**config.mk**
```make
export PLATFORM = sky130hd
export DESIGN_NAME = mult_pair_scheduler
export DESIGN_NICKNAME = d
export VERILOG_FILES = /design/src/rtl/mult_sched_pkg.sv /design/src/rtl/config_multiplier_8bit.sv /design/src/rtl/mult_pair_scheduler.sv
export SDC_FILE = /design/constraint.sdc
export NUM_CORES = 1
export LEC_CHECK = 0
export ABC_AREA = 1
export CORE_ASPECT_RATIO = 0.6
export CORE_MARGIN = 4
export CORE_UTILIZATION = 40
export CTS_CLUSTER_SIZE = 28
export DETAILED_ROUTE_END_ITERATION = 16
export PLACE_DENSITY_LB_ADDON = 0.05
export SLEW_MARGIN = 10
export SYNTH_ARGS = -nofsm -noshare
export SYNTH_HDL_FRONTEND = slang
export SYNTH_SLANG_ARGS = --single-unit
```
**constraint.sdc**
```tcl
create_clock -name clk -period 6.9 [get_ports clk]
set_clock_uncertainty 0.1 [all_clocks]
set_input_delay 0.69 -clock clk [delete_from_list [all_inputs] [get_ports clk]]
set_output_delay 0.69 -clock clk [all_outputs]
set_load 0.1 [all_outputs]
```
**src/rtl/mult_sched_pkg.sv**
```systemverilog
// rtl/mult_sched_pkg.sv - shared types and lane constants for the pair scheduler
package mult_sched_pkg;

    typedef enum logic {
        S_IDLE = 1'b0,
        S_HOLD = 1'b1
    } sched_state_e;

    localparam int LANES  = 2;
    localparam int HALF_W = 4;
    localparam int FULL_W = 8;
    localparam int PROD_W = 2 * FULL_W;

endpackage

```
**src/rtl/config_multiplier_8bit.sv**
```systemverilog
// rtl/config_multiplier_8bit.sv - combinational signed multiplier, one 8x8 or two packed 4x4 lanes
module config_multiplier_8bit
    import mult_sched_pkg::*;
(
    input  logic [FULL_W-1:0] a,
    input  logic [FULL_W-1:0] b,
    input  logic              halved_precision,
    output logic [PROD_W-1:0] p
);

    logic signed [PROD_W-1:0] full_p;
    logic signed [FULL_W-1:0] lo_p;
    logic signed [FULL_W-1:0] hi_p;

    assign full_p = $signed(a) * $signed(b);
    assign lo_p   = $signed(a[HALF_W-1:0]) * $signed(b[HALF_W-1:0]);
    assign hi_p   = $signed(a[FULL_W-1:HALF_W]) * $signed(b[FULL_W-1:HALF_W]);

    assign p = halved_precision ? {hi_p, lo_p} : full_p;

endmodule

```
**src/rtl/mult_pair_scheduler.sv**
```systemverilog
// rtl/mult_pair_scheduler.sv - packs consecutive half-precision requests into one multiply
module mult_pair_scheduler
    import mult_sched_pkg::*;
#(
    parameter int TAG_W   = 4,
    parameter int TIMEOUT = 8
) (
    input  logic              clk,
    input  logic              rst,
    input  logic              in_valid,
    output logic              in_ready,
    input  logic [FULL_W-1:0] in_a,
    input  logic [FULL_W-1:0] in_b,
    input  logic              in_half,
    input  logic [TAG_W-1:0]  in_tag,
    output logic              out_valid,
    input  logic              out_ready,
    output logic              out_half,
    output logic [LANES-1:0]  out_lane_valid,
    output logic [PROD_W-1:0] out_p,
    output logic [TAG_W-1:0]  out_tag0,
    output logic [TAG_W-1:0]  out_tag1
);

    localparam int CNT_W = (TIMEOUT < 1) ? 1 : $clog2(TIMEOUT + 1);
    localparam logic [CNT_W-1:0] WCNT_MAX = CNT_W'(TIMEOUT);

    sched_state_e      state, state_n;
    logic [HALF_W-1:0] pend_a, pend_a_n;
    logic [HALF_W-1:0] pend_b, pend_b_n;
    logic [TAG_W-1:0]  pend_tag, pend_tag_n;
    logic [CNT_W-1:0]  wcnt, wcnt_n;

    logic              slot_free;
    logic              accept;
    logic              issue;
    logic [FULL_W-1:0] mul_a;
    logic [FULL_W-1:0] mul_b;
    logic              mul_half;
    logic [PROD_W-1:0] mul_p;
    logic [LANES-1:0]  beat_mask;
    logic [TAG_W-1:0]  beat_tag0;
    logic [TAG_W-1:0]  beat_tag1;

    assign slot_free = !out_valid || out_ready;

    // Halves never wait on the slot in IDLE: they only park in the pending register.
    always_comb begin
        in_ready = 1'b0;
        if (!rst) begin
            if (state == S_IDLE) in_ready = in_half || slot_free;
            else                 in_ready = in_half && slot_free;
        end
    end

    assign accept = in_valid && in_ready;

    always_comb begin
        state_n    = state;
        pend_a_n   = pend_a;
        pend_b_n   = pend_b;
        pend_tag_n = pend_tag;
        wcnt_n     = wcnt;
        issue      = 1'b0;
        mul_a      = '0;
        mul_b      = '0;
        mul_half   = 1'b0;
        beat_mask  = 2'b01;
        beat_tag0  = pend_tag;
        beat_tag1  = '0;
        unique case (state)
            S_IDLE: begin
                if (accept) begin
                    if (in_half) begin
                        pend_a_n   = in_a[HALF_W-1:0];
                        pend_b_n   = in_b[HALF_W-1:0];
                        pend_tag_n = in_tag;
                        wcnt_n     = '0;
                        state_n    = S_HOLD;
                    end else begin
                        issue     = 1'b1;
                        mul_a     = in_a;
                        mul_b     = in_b;
                        beat_tag0 = in_tag;
                    end
                end
            end
            S_HOLD: begin
                mul_half = 1'b1;
                mul_a    = {{HALF_W{1'b0}}, pend_a};
                mul_b    = {{HALF_W{1'b0}}, pend_b};
                if (accept) begin
                    // The pending request is older, so it always takes lane0.
                    issue     = 1'b1;
                    mul_a     = {in_a[HALF_W-1:0], pend_a};
                    mul_b     = {in_b[HALF_W-1:0], pend_b};
                    beat_mask = 2'b11;
                    beat_tag1 = in_tag;
                    wcnt_n    = '0;
                    state_n   = S_IDLE;
                end else if (slot_free && ((in_valid && !in_half) || wcnt == WCNT_MAX)) begin
                    issue   = 1'b1;
                    wcnt_n  = '0;
                    state_n = S_IDLE;
                end else if (wcnt != WCNT_MAX) begin
                    wcnt_n = wcnt + 1'b1;
                end
            end
            default: state_n = S_IDLE;
        endcase
    end

    config_multiplier_8bit u_mult (
        .a                (mul_a),
        .b                (mul_b),
        .halved_precision (mul_half),
        .p                (mul_p)
    );

    always_ff @(posedge clk) begin
        if (rst) begin
            state    <= S_IDLE;
            pend_a   <= '0;
            pend_b   <= '0;
            pend_tag <= '0;
            wcnt     <= '0;
        end else begin
            state    <= state_n;
            pend_a   <= pend_a_n;
            pend_b   <= pend_b_n;
            pend_tag <= pend_tag_n;
            wcnt     <= wcnt_n;
        end
    end

    always_ff @(posedge clk) begin
        if (rst) begin
            out_valid      <= 1'b0;
            out_half       <= 1'b0;
            out_lane_valid <= '0;
            out_p          <= '0;
            out_tag0       <= '0;
            out_tag1       <= '0;
        end else if (issue) begin
            out_valid      <= 1'b1;
            out_half       <= mul_half;
            out_lane_valid <= beat_mask;
            out_p          <= mul_p;
            out_tag0       <= beat_tag0;
            out_tag1       <= beat_tag1;
        end else if (out_ready) begin
            out_valid <= 1'b0;
        end
    end

endmodule

```
* Word level (Yosys, flattened, before mapping)
Index checks and enable logic that the tools add are counted.
** Operators by class
- Add/sub/neg operators :: 1
- $mul :: 3
- Equality and inequality tests :: 5
- Muxes and demuxes :: 37
- Bitwise logic cells :: 1
- Reductions and logical operators :: 12
** Operator list (count)
- 2-to-1 mux 8 bit :: 6
- 2-to-1 mux 4 bit :: 10
- one-hot mux 8 bit (2 select lines) :: 2
- multiplier 4 x 4 -> 8 bit :: 2
- multiplier 8 x 8 -> 16 bit :: 1
- 2-to-1 mux 16 bit :: 1
- 2-to-1 mux 1 bit :: 13
- one-hot mux 4 bit (2 select lines) :: 1
- AND reduction 3 bit :: 2
- adder 4 x 1 -> 4 bit (second input constant) :: 1
- == test 4 bit (second input constant) :: 1
- logical AND 1 bit :: 4
- 2-to-1 mux 2 bit :: 2
- != test 2 bit (second input constant) :: 2
- != test 4 x 1 -> 1 bit (second input constant) :: 1
- != test 4 bit (second input constant) :: 1
- one-hot mux 1 bit (2 select lines) :: 2
- logical OR 1 bit :: 3
- logical NOT 1 bit :: 2
- nonzero test 2 bit :: 1
- NOT 1 bit :: 1
** Word-level totals
- Flip-flop bits (word level) :: 45
- Bits of input ports :: 25
- Output and inout bits :: 29
- Word-level logic and storage cells :: 70

* Depth between registers and ports, before layout
- Depth after elaboration :: 10
- Depth in mapped cells :: 32
- Depth with buffers taken out :: 32

* Modules after synthesis
From an unflattened synthesis, not the netlist that was laid out.
** Second synthesis, totals
- Cell total of the unflattened synthesis :: 867
- Area total of the unflattened synthesis :: 6097.1 um^2
** Modules (own cells, without submodules)
- config_multiplier_8bit :: instances 1, cells each 552, area an instance 3827.4 um^2
- mult_pair_scheduler :: instances 1, cells each 315, area an instance 2269.7 um^2

* Least setup slack after synthesis
Ideal clock, no wire load.
- Path type :: input port to flip-flop
- Start :: input port rst
- End :: register out_p[15]
- Library setup time :: 0.109 ns
- Data arrival time :: 6.447 ns
- Required time :: 6.691 ns
- Setup slack :: 0.245 ns
- Stages on the path :: 27
- Path through :: clkbuf_1 > inv_1 > o21ai_0 > nor2_1 > nand4_1 > nand2_1 > inv_1 > nor2_1 > inv_1 > fa_1 > inv_1 > fa_1 > fa_1 > inv_1 > fa_1 > inv_1 > ha_1 > a21oi_1 > nand2_1 > nand2_1 > nand2_1 > nor2_1 > nand3_1 > nand3_1 > nand3_1 > nand2_1 > inv_1
** Between the ends
- Longest elaborated chain between the ends :: 6
** Ends and longest elaborated chain
- from (decl) :: line mult_pair_scheduler.sv:9 : input logic rst,
- 2-to-1 mux 1 bit (*) :: line mult_pair_scheduler.sv:50 : if (!rst) begin
- via in_ready :: line mult_pair_scheduler.sv:11 : output logic in_ready,
- logical AND 1 bit (*) :: line mult_pair_scheduler.sv:56 : assign accept = in_valid && in_ready;
- 2-to-1 mux 8 bit, on equally long branches :: line mult_pair_scheduler.sv:73, mult_pair_scheduler.sv:92
- one-hot mux 8 bit (2 select lines) :: line mult_pair_scheduler.sv:71 : unique case (state)
- multiplier 8 x 8 -> 16 bit or multiplier 4 x 4 -> 8 bit (tied branches) :: line config_multiplier_8bit.sv:15, config_multiplier_8bit.sv:17
- 2-to-1 mux 16 bit :: line config_multiplier_8bit.sv:19 : assign p = halved_precision ? {hi_p, lo_p} : full_p;
- to (signal assigned) :: line mult_pair_scheduler.sv:148 : out_p <= mul_p;
- to (decl) :: line mult_pair_scheduler.sv:20 : output logic [PROD_W-1:0] out_p,
The timed path passes the listed nets; every way through them passes the cells marked *.
A chain may end at the register's enable or synchronous reset.

* Worst setup path after layout
- Start :: input port in_half
- End :: register out_p[14]
** Between the ends
- Longest elaborated chain between the ends :: 8
** Ends and longest elaborated chain
- from (decl) :: line mult_pair_scheduler.sv:14 : input logic in_half,
- logical OR 1 bit or logical AND 1 bit (tied branches) :: line mult_pair_scheduler.sv:51, mult_pair_scheduler.sv:52
- 2-to-1 mux 1 bit :: line mult_pair_scheduler.sv:51 : if (state == S_IDLE) in_ready = in_half || slot_free;
- 2-to-1 mux 1 bit :: line mult_pair_scheduler.sv:50
- logical AND 1 bit :: line mult_pair_scheduler.sv:56
- 2-to-1 mux 8 bit, on equally long branches :: line mult_pair_scheduler.sv:73, mult_pair_scheduler.sv:92
- one-hot mux 8 bit (2 select lines) :: line mult_pair_scheduler.sv:71
- multiplier 8 x 8 -> 16 bit or multiplier 4 x 4 -> 8 bit (tied branches) :: line config_multiplier_8bit.sv:15, config_multiplier_8bit.sv:17
- 2-to-1 mux 16 bit :: line config_multiplier_8bit.sv:19
Several ways; a longest one is shown, not always the timed one.

==> impl_metrics.env <==
export IMPL_status="completed"
export IMPL_fin_hold_ws_ps=366
export IMPL_ir_drop_uv=105
export IMPL_syn_area_per_cell_um2=7.30
export IMPL_clkPwrFrac=0.359
export IMPL_wl_per_cell_um=15.9
export IMPL_cts_root_buffer="clkbuf_16"
export IMPL_antenna_found_initial=0
export IMPL_yosys_area_share_xor_xnor=0.0169
export IMPL_min_path_type="reg -> reg"
export IMPL_nets=983
export IMPL_synth_adder_area_share=0.362
export IMPL_combPwrFrac=0.288
export IMPL_p_int_mw=0.512
export IMPL_switching_share=0.354
export IMPL_placeableCoreArea_mm2=0.0138
export IMPL_setup_tns_ps=0
export IMPL_critPathSlowestCell="clkdlybuf4s50_1"
export IMPL_wirelength_mm=16.4
export IMPL_die_y_um=100
export IMPL_initial_core_util=0.413
export IMPL_critical_path_class="in -> reg"
export IMPL_ys_seq_area_frac=0.158
export IMPL_drv_slew=0
export IMPL_grt_pass1_vias=4922
export IMPL_ctsResizeCount=0
export IMPL_mostFrequentLayoutCell="inv_1"
export IMPL_cts_buffers=5
export IMPL_tightest_slew_ps=999
export IMPL_post_dp_hpwl_mm=14.0
export IMPL_p_switching_mw=0.281
export IMPL_final_area_mm2=0.00664
export IMPL_cts_tree="built"
export IMPL_synth_edf_count=0
export IMPL_required_ps=7020
export IMPL_cp_start_kind="primary input"
export IMPL_rsz0062_at_grt="no"
export IMPL_dr_pass1_iters=5
export IMPL_numPortBuffers=53
export IMPL_grt_total_usage=0.210
export IMPL_fp_dieArea_mm2=0.0163
export IMPL_synth_top_family_by_area="adder cells"
export IMPL_slowest_delay_ps=610
export IMPL_htreeDepth=2
export IMPL_min_to="out_tag1[1]$_SDFFE_PP0P_"
export IMPL_grt_max_degree=37
export IMPL_ys_flop_type="dfxtp_1"
export IMPL_nFillCells=1404
export IMPL_layout_common_cells="184 x inv_1, 152 x nand2_1, 70 x fa_1"
export IMPL_r2r_slack_ps=1120
export IMPL_layout_cells_non_filler=1028
export IMPL_syn_inst=781
export IMPL_drc=0
export IMPL_final_core_util=0.481
export IMPL_synth_compound_area_share=0.119
export IMPL_cp_data_arrival_time_ps=6650
export IMPL_yosysUniqueCellTypes=42
export IMPL_clock_sinks=45
export IMPL_crit_path_max_fanout=9
export IMPL_fin_crit_sh=0.946
export IMPL_grt_pass1_wl_mm=26.7
export IMPL_end_kind="flip-flop"
export IMPL_vias_per_cell=4.86
export IMPL_first_iter_violations=404
export IMPL_yosysWarnings=0
export IMPL_layout_drive_gt1_share=0.0514
export IMPL_rr_endpoint="out_p[14]$_SDFFE_PP0P_"
export IMPL_power_density_mw_per_mm2=120
export IMPL_postCtsSetupRepairBufs=0
export IMPL_rows=33
export IMPL_ant_nets=0
export IMPL_num_vias=4997
export IMPL_leakage_nw=3.33
export IMPL_gp_congestion=0.922
export IMPL_syn_nets=929
export IMPL_pwr_share_seq=0.353
export IMPL_gr_total_overflow=0
export IMPL_hold_depth=2
export IMPL_insertion_delay_ps=290
export IMPL_dp_cells=1020
export IMPL_async_flop_share=0
export IMPL_cts_clk_slew_worst_paths_ps=70
export IMPL_syn_area_mm2=0.00570
export IMPL_period_minus_slack_ps=6530
export IMPL_muxShareOfSynthArea=0
export IMPL_n_antenna_cell=0
export IMPL_setup_viol=0
export IMPL_postCtsHoldBufs=0
export IMPL_r2r_start="state$_SDFF_PP0_"
export IMPL_yosys_area_share_simple=0.203
export IMPL_die_width_um=162
export IMPL_hold_viol=0
export IMPL_cap_violations=0
export IMPL_place_area_mm2=0.00646
export IMPL_maxSlewHeadroom=0.332
export IMPL_areaGrowthSynthToFinish_pct=16.5
export IMPL_clockBufferDepth=2
export IMPL_fmax_mhz=153
export IMPL_holdCritStartpoint="out_tag1[1]$_SDFFE_PP0P_"
export IMPL_cpMostUsedCell="inv_1"
export IMPL_synth_seq_cells=45
export IMPL_r2r_cells=25
export IMPL_io_pins=54
registers in the layout (all words and copies together), names as in the netlist:
name	count
pend_a	4
out_valid	1
out_lane_valid	2
state	1
pend_b	4
wcnt	4
out_tag0	4
out_p	16
out_tag1	4
out_half	1
pend_tag	4
critical path, delay by kind of cell:
kind,cells,cell delay [ps]
buffers and inverters,8,1340
AND/OR/NAND/NOR,5,950
adder cells (fa/ha/maj),5,2470
AO/OA/AOI/OAI,7,1190
worst max-delay path by stage:
stage	startpoint	end	slack, ps	depth (start not counted)
after detailed placement	in_half	out_p[14]$_SDFFE_PP0P_	170	25
after global placement	in_half	out_p[14]$_SDFFE_PP0P_	190	24
after global routing	in_half	out_p[14]$_SDFFE_PP0P_	110	25
after floorplan	rst	out_p[15]$_SDFFE_PP0P_	240	27
after CTS	in_half	out_p[14]$_SDFFE_PP0P_	460	25
final	in_half	out_p[14]$_SDFFE_PP0P_	370	25
layout make-up:
class                           instances  area [um2]  area share
Clock buffer                            5         125      0.0189
Clock inverter                          3        50.0     0.00754
Inverter                              191         719       0.108
Multi-Input combinational cell        529        4000       0.602
Sequential cell                        45         901       0.136
Tap cell                              192         240      0.0362
Timing Repair Buffer                   63         606      0.0912
routing by layer:
layer	routed length, um	global-route usage	part of all wire	vias to the layer above
met5	0	0	0	-
met4	94	0.0221	0.0057	0
met3	1410	0.0621	0.086	8
met2	6150	0.268	0.38	167
met1	8720	0.349	0.53	2320
li1	-	-	-	2502
cells in the mapped netlist, drive strengths merged (3+ instances only):
cell | number | area share
nor3 | 4 | 0.0035
o21ai | 40 | 0.035
nand3 | 38 | 0.034
o21a | 3 | 0.0040
ha | 53 | 0.12
nor2 | 72 | 0.050
a211oi | 3 | 0.0057
a21oi | 48 | 0.043
a31oi | 8 | 0.0088
fa | 70 | 0.25
xor2 | 5 | 0.0077
xnor2 | 6 | 0.0092
buf | 8 | 0.0092
dfxtp | 45 | 0.16
clkbuf | 8 | 0.0053
o22ai | 4 | 0.0077
nand2 | 156 | 0.11
inv | 191 | 0.13
or2 | 3 | 0.0033
nand4 | 3 | 0.0033
o21bai | 4 | 0.0053
metrics by stage:
| step | setup WS, ps | total power, mW |
|---|---|---|
| 2_1_floorplan | 245 | 0.443 |
| 3_3_place_gp | 187 | 0.512 |
| 3_5_place_dp | 172 | 0.512 |
| 4_1_cts | 460 | 0.799 |
| 5_1_grt | 107 | 0.834 |
| 6_report | 375 | 0.793 |
power by group through the flow:
stage	Sequential [mW]	Combinational [mW]	Clock, mW
after global placement	0.286	0.227	0
after global routing	0.281	0.248	0.304
final	0.280	0.229	0.285
after CTS	0.280	0.228	0.291
after floorplan	0.348	0.0944	0
after detailed placement	0.285	0.227	0
cells by family (layout without fill, tap and decap cells):
kind of cell / Yosys count / in the layout
fa+ha+maj: 123 / 123
simple gates: 279 / 279
xor+xnor: 11 / 11
compound gates: 116 / 116
buf+inv: 207 / 262
flops: 45 / 45
Power figures use the tool's default switching activity.
